File: src/rtl/timer_bus_ctrl_pkg.sv
// Shared types and default address map for the timer bus controller.
package timer_bus_ctrl_pkg;

  typedef enum logic [1:0] {
    S_IDLE   = 2'd0,
    S_ACCESS = 2'd1,
    S_RESP   = 2'd2
  } state_e;

  typedef enum logic [2:0] {
    TGT_T0   = 3'd0,
    TGT_T1   = 3'd1,
    TGT_PEND = 3'd2,
    TGT_MASK = 3'd3,
    TGT_ERR  = 3'd4
  } tgt_e;

  localparam logic [31:0] T0_BASE_DEF  = 32'h0000_7F00;
  localparam logic [31:0] T1_BASE_DEF  = 32'h0000_7F10;
  localparam logic [31:0] CTL_BASE_DEF = 32'h0000_7F20;

endpackage

File: src/rtl/timer_bus_ctrl_irq_pend.sv
// Rising-edge IRQ capture into a write-1-to-clear pending register with a mask.
module irq_pend #(
  parameter int N = 2
) (
  input  logic         clk,
  input  logic         rst_i,
  input  logic [N-1:0] irq_i,
  input  logic [N-1:0] clr_i,
  input  logic         mask_we_i,
  input  logic [N-1:0] mask_wd_i,
  output logic [N-1:0] pend_o,
  output logic [N-1:0] mask_o,
  output logic [N-1:0] int_o
);

  logic [N-1:0] irq_q, pend_q, pend_d, mask_q, mask_d;

  // Set is OR'd after the clear so a same-cycle edge is never lost.
  always_comb begin
    pend_d = (pend_q & ~clr_i) | (irq_i & ~irq_q);
    mask_d = mask_we_i ? mask_wd_i : mask_q;
  end

  always_ff @(posedge clk) begin
    if (rst_i) begin
      irq_q  <= '0;
      pend_q <= '0;
      mask_q <= '1;
    end else begin
      irq_q  <= irq_i;
      pend_q <= pend_d;
      mask_q <= mask_d;
    end
  end

  assign pend_o = pend_q;
  assign mask_o = mask_q;
  assign int_o  = pend_q & mask_q;

endmodule

File: src/rtl/timer_bus_ctrl.sv
// CPU peripheral-port controller for two timers: fixed 3-cycle request/response
// with address decode and a maskable IRQ pending register driving HWInt.
module timer_bus_ctrl
  import timer_bus_ctrl_pkg::*;
#(
  parameter logic [31:0] T0_BASE  = T0_BASE_DEF,
  parameter logic [31:0] T1_BASE  = T1_BASE_DEF,
  parameter logic [31:0] CTL_BASE = CTL_BASE_DEF
) (
  input  logic        clk,
  input  logic        RST_I,
  input  logic        PrReq,
  input  logic        PrWE,
  input  logic [31:0] PrAddr,
  input  logic [31:0] PrWD,
  output logic [31:0] PrRD,
  output logic        PrReady,
  output logic        PrErr,
  output logic        PrBusy,
  output logic [1:0]  Dev0Add,
  output logic [1:0]  Dev1Add,
  output logic        Dev0WE,
  output logic        Dev1WE,
  output logic [31:0] DevWD,
  input  logic [31:0] Dev0RD,
  input  logic [31:0] Dev1RD,
  input  logic        Dev0IRQ,
  input  logic        Dev1IRQ,
  output logic [5:0]  HWInt
);

  function automatic tgt_e decode(input logic [31:0] a);
    tgt_e t;
    t = TGT_ERR;
    if (a[1:0] == 2'b00) begin
      if (a[31:4] == T0_BASE[31:4] && a[3:2] != 2'd3)      t = TGT_T0;
      else if (a[31:4] == T1_BASE[31:4] && a[3:2] != 2'd3) t = TGT_T1;
      else if (a == CTL_BASE)                               t = TGT_PEND;
      else if (a == CTL_BASE + 32'd4)                       t = TGT_MASK;
    end
    return t;
  endfunction

  state_e      state_q, state_d;
  tgt_e        tgt_q;
  logic        we_q;
  logic [1:0]  add_q;
  logic [31:0] wd_q, rdata_q, rdata_d;
  logic [1:0]  pend, mask, irq_int, pend_clr;
  logic        access, mask_we;

  assign access = (state_q == S_ACCESS);

  always_comb begin
    state_d = state_q;
    case (state_q)
      S_IDLE:   if (PrReq) state_d = S_ACCESS;
      S_ACCESS: state_d = S_RESP;
      default:  state_d = S_IDLE;
    endcase
  end

  always_comb begin
    rdata_d = '0;
    if (!we_q) begin
      case (tgt_q)
        TGT_T0:   rdata_d = Dev0RD;
        TGT_T1:   rdata_d = Dev1RD;
        TGT_PEND: rdata_d = {30'b0, pend};
        TGT_MASK: rdata_d = {30'b0, mask};
        default:  rdata_d = '0;
      endcase
    end
  end

  always_ff @(posedge clk) begin
    if (RST_I) begin
      state_q <= S_IDLE;
      tgt_q   <= TGT_ERR;
      we_q    <= 1'b0;
      add_q   <= '0;
      wd_q    <= '0;
      rdata_q <= '0;
    end else begin
      state_q <= state_d;
      if (state_q == S_IDLE && PrReq) begin
        tgt_q <= decode(PrAddr);
        we_q  <= PrWE;
        add_q <= PrAddr[3:2];
        wd_q  <= PrWD;
      end
      if (access) rdata_q <= rdata_d;
    end
  end

  assign pend_clr = (access && we_q && tgt_q == TGT_PEND) ? wd_q[1:0] : 2'b00;
  assign mask_we  = access && we_q && tgt_q == TGT_MASK;

  irq_pend #(.N(2)) u_irq_pend (
    .clk       (clk),
    .rst_i     (RST_I),
    .irq_i     ({Dev1IRQ, Dev0IRQ}),
    .clr_i     (pend_clr),
    .mask_we_i (mask_we),
    .mask_wd_i (wd_q[1:0]),
    .pend_o    (pend),
    .mask_o    (mask),
    .int_o     (irq_int)
  );

  // Reset gates the strobes so an aborted ACCESS never commits at the reset edge.
  assign Dev0WE  = access && we_q && tgt_q == TGT_T0 && !RST_I;
  assign Dev1WE  = access && we_q && tgt_q == TGT_T1 && !RST_I;
  assign Dev0Add = add_q;
  assign Dev1Add = add_q;
  assign DevWD   = wd_q;
  assign PrBusy  = (state_q != S_IDLE);
  assign PrReady = (state_q == S_RESP);
  assign PrErr   = PrReady && tgt_q == TGT_ERR;
  assign PrRD    = PrReady ? rdata_q : 32'h0;
  assign HWInt   = {4'b0, irq_int};

endmodule

File: config.mk
export PLATFORM = sky130hd
export DESIGN_NAME = timer_bus_ctrl
export DESIGN_NICKNAME = d
export VERILOG_FILES = /design/src/rtl/timer_bus_ctrl_pkg.sv /design/src/rtl/timer_bus_ctrl_irq_pend.sv /design/src/rtl/timer_bus_ctrl.sv
export SDC_FILE = /design/constraint.sdc
export NUM_CORES = 1
export LEC_CHECK = 0
export CORE_ASPECT_RATIO = 1.75
export CORE_MARGIN = 5
export CORE_UTILIZATION = 37
export CTS_BUF_LIST = sky130_fd_sc_hd__clkbuf_4 sky130_fd_sc_hd__clkbuf_8
export CTS_CLUSTER_SIZE = 8
export DETAILED_ROUTE_END_ITERATION = 10
export PLACE_DENSITY = 0.8
export SLEW_MARGIN = 0
export SYNTH_ARGS = -nofsm -noshare
export SYNTH_HDL_FRONTEND = slang
export SYNTH_SLANG_ARGS = --single-unit
File: constraint.sdc
create_clock -name clk -period 1.5 [get_ports clk]
set_clock_uncertainty 0.15 [all_clocks]
set_input_delay 0.45 -clock clk [delete_from_list [all_inputs] [get_ports clk]]
set_output_delay 0.45 -clock clk [all_outputs]
set_load 0.05 [all_outputs]
==> flow_summary.toml <==
[floorplanning]
num_rows = 50
die-area_mm2 = 0.0129
die_h_um = 147
core-area_mm2 = 0.0106
ios = 213
start_util_pct = 37.4
die-width_um = 88.2

[clock_network]
cts.htree.levels = 3
clock-sinks = 78
clock_path_buffers = 2
hold_buffers = 0
cts_tree = "built"
root_buffer = "clkbuf_8"
cts_buffers = 9
clkTransAtPathRegs_ns = 0.09
clock_latency_ns = 0.37

[critical_path]
worstPathArrival_ns = 1.54
crit_fanout = 3
worstPathRequired_ns = 0.90
critPathCaptureType = "output port"
critPathKind = "flip-flop to output port"
start_kind = "flip-flop"

[drt]
num_vias = 4808
routedWlPerCell_um = 22.4
ant_nets = 0
firstDrtPassIters = 8
drt_iter0_drc = 269
wirelength_um = 19500
drc = 0
vias_per_cell = 5.53

[finish]
nets = 868
fin_util_pct = 81.3
area_delta_synth_final_pct = 117
final_cells = 870
drive_above_1_share_pct = 44.8

[synthesis]
syn_inst = 487
ys_seq_elements = 78
synth_edf_count = 0
synth_ff_type = "dfxtp_1"
synth-seq-area-share_pct = 39.5
synth_area_per_cell_um2 = 8.13
ys_async_sr_fraction_pct = 0
yosys_warnings = 0
syn_area_mm2 = 0.00396
ys_types = 37

[placement]
gp_congestion = 0.833
hpwl_um = 11200
dp_cells = 806
port_buffers = 208

[global_route]
grt_start_max_net_pins = 35
antenna_found_initial = 1
grt_pass1_wl_um = 26900
grt_util_all_layers_pct = 27.0
grt_pass1_vias = 5042
overflow = 0

[timing]
rsz0062_at_grt = "yes"
worst_slack_ns = -0.635
hold_viol = 0
timing.final.crit_share_pct = 142
slew_violations = 0
setup_viol_count_final = 109
finalSetupTns_ns = -35.91
final.min_clock_period_ns = 2.14
fmax_mhz = 468

[min_path]
hp-class = "primary input to flip-flop"

[pwr]
swShare_pct = 28.9
ir_worst_vdd_v = 0.000780
p_total_mw = 5.67
p_comb_share_pct = 28.4
power.leakage_nw = 3.25
p_int_mw = 4.03
power_density_mw_per_mm2 = 660
seqPwrFrac_pct = 39.1
p_sw_mw = 1.64
clockPowerShare_pct = 32.5

[run]
cap_violations = 0

[outcome]
violations = "setup timing"
outcome = "finished with violations"
-- cell type report --
cell class / count / area [um2]
timing repair buffer: 286 / 3880
multi-input combinational: 355 / 2660
fill: 574 / 1970
sequential: 78 / 1660
tap: 130 / 163
clock buffer: 10 / 138
clock inverter: 6 / 85.1
inverter: 4 / 15.0
antenna: 1 / 2.50
-- per-stage QoR --
stage               setup slack, ns  area (um2)  hold slack [ns]
floorplan                    -0.129        4150            0.282
global placement             -0.513        7070            0.293
detailed placement           -0.542        7070            0.302
CTS                          -0.622        8130            0.137
global route                 -0.676        8600            0.167
finish                       -0.635        8600            0.169
-- critical path: stages, from the launching register on --
cell and delay (ns):
dfxtp_2 0.35, buf_4 0.13, buf_6 0.10, nand2b_4 0.08
nor2_4 0.11, and4_4 0.24, buf_8 0.15
-- power groups by stage --
stage | Combinational (mW) | Sequential [mW] | Clock [mW]
3_5_place_dp | 1.21 | 2.26 | 0
5_1_grt | 1.67 | 2.23 | 1.93
6_report | 1.61 | 2.22 | 1.84
4_1_cts | 1.49 | 2.22 | 1.82
2_1_floorplan | 0.327 | 2.42 | 0
3_3_place_gp | 1.20 | 2.26 | 0
-- repair_timing --
| item | CTS | global route |
|---|---|---|
| setup buffers | 24 | 11 |
| setup endpoints to repair | 147 | 127 |
| gates cloned | 12 | 2 |
| pin swaps | 27 | 30 |
| resized for setup | 134 | 96 |
-- kinds of logic after synthesis --
group | Yosys count | share of synthesized area [%]
simple gates | 240 | 36.7
mux | 2 | 1.33
buf+inv | 57 | 7.81
flops | 78 | 39.5
compound gates | 109 | 14.6
other cells | 1 | 0.0948
-- registers in the layout, summed over array words and instances, names as in the netlist --
name               cells
u_irq_pend.mask_o      2
DevWD                 32
state_q                2
Dev0Add                2
we_q                   1
tgt_q                  3
u_irq_pend.pend_o      2
rdata_q               32
u_irq_pend.irq_q       2
-- synthesized netlist by cell type, types with 3 or more instances --
master,instances,area (um2)
nand2_1,103,387
nor4_1,4,25.0
dfxtp_1,78,1560
buf_4,9,67.6
nand4_1,3,18.8
a21oi_1,67,335
nor2_1,5,18.8
nor4b_1,31,272
nand3_1,5,25.0
buf_2,19,95.1
inv_1,4,15.0
o41ai_1,4,35.0
o21ai_0,32,160
nor4bb_1,31,310
and2_1,35,219
clkbuf_1,20,75.1
nor2b_1,8,50.1
and4_1,3,26.3
buf_6,5,56.3
-- path summary, 6_finish.rpt --
kind                                 start                       end  slack [ns]  cells after the start
setup / recovery   state_q[0]$_SDFFE_PP0P_                    Dev0WE       -0.64                      6
hold / removal                       RST_I   state_q[1]$_SDFFE_PP0P_        0.17                      2
setup reg to reg   state_q[0]$_SDFFE_PP0P_    DevWD[29]$_SDFFE_PP0P_       -0.39                      7
hold reg to reg   rdata_q[20]$_SDFFE_PP0N_  rdata_q[20]$_SDFFE_PP0N_        0.31                      2
-- layer usage --
metal / up-vias / global-route usage (%) / wire (um)
li1: 2205 / - / -
met1: 2304 / 26.4 / 6360
met2: 224 / 49.0 / 10700
met3: 75 / 6.17 / 1220
met4: 0 / 16.8 / 1180
met5: - / 0 / 0
-- layout by cell type (no fill, tap or decap), types with 3 or more instances in the layout --
cell,instances
o21ai_2,7
nor4bb_1,23
buf_12,86
clkdlybuf4s50_1,122
conb_1,4
nor4b_2,10
nor4b_1,19
dlygate4sd2_1,10
clkbuf_8,10
a21oi_1,55
nor4b_4,3
nand2_1,83
buf_6,15
buf_8,5
buf_16,9
dfxtp_2,26
dfxtp_1,35
nor4_2,4
and2_4,34
nor2_1,3
o21ai_1,20
o21ai_0,6
buf_4,35
inv_1,4
nand3_1,3
dfxtp_4,17
nand2_4,6
nand4_1,3
nor2b_1,8
nor4bb_2,4
nand2_2,15
a21oi_2,12
nor4bb_4,4
Power figures use the tool's default switching activity.
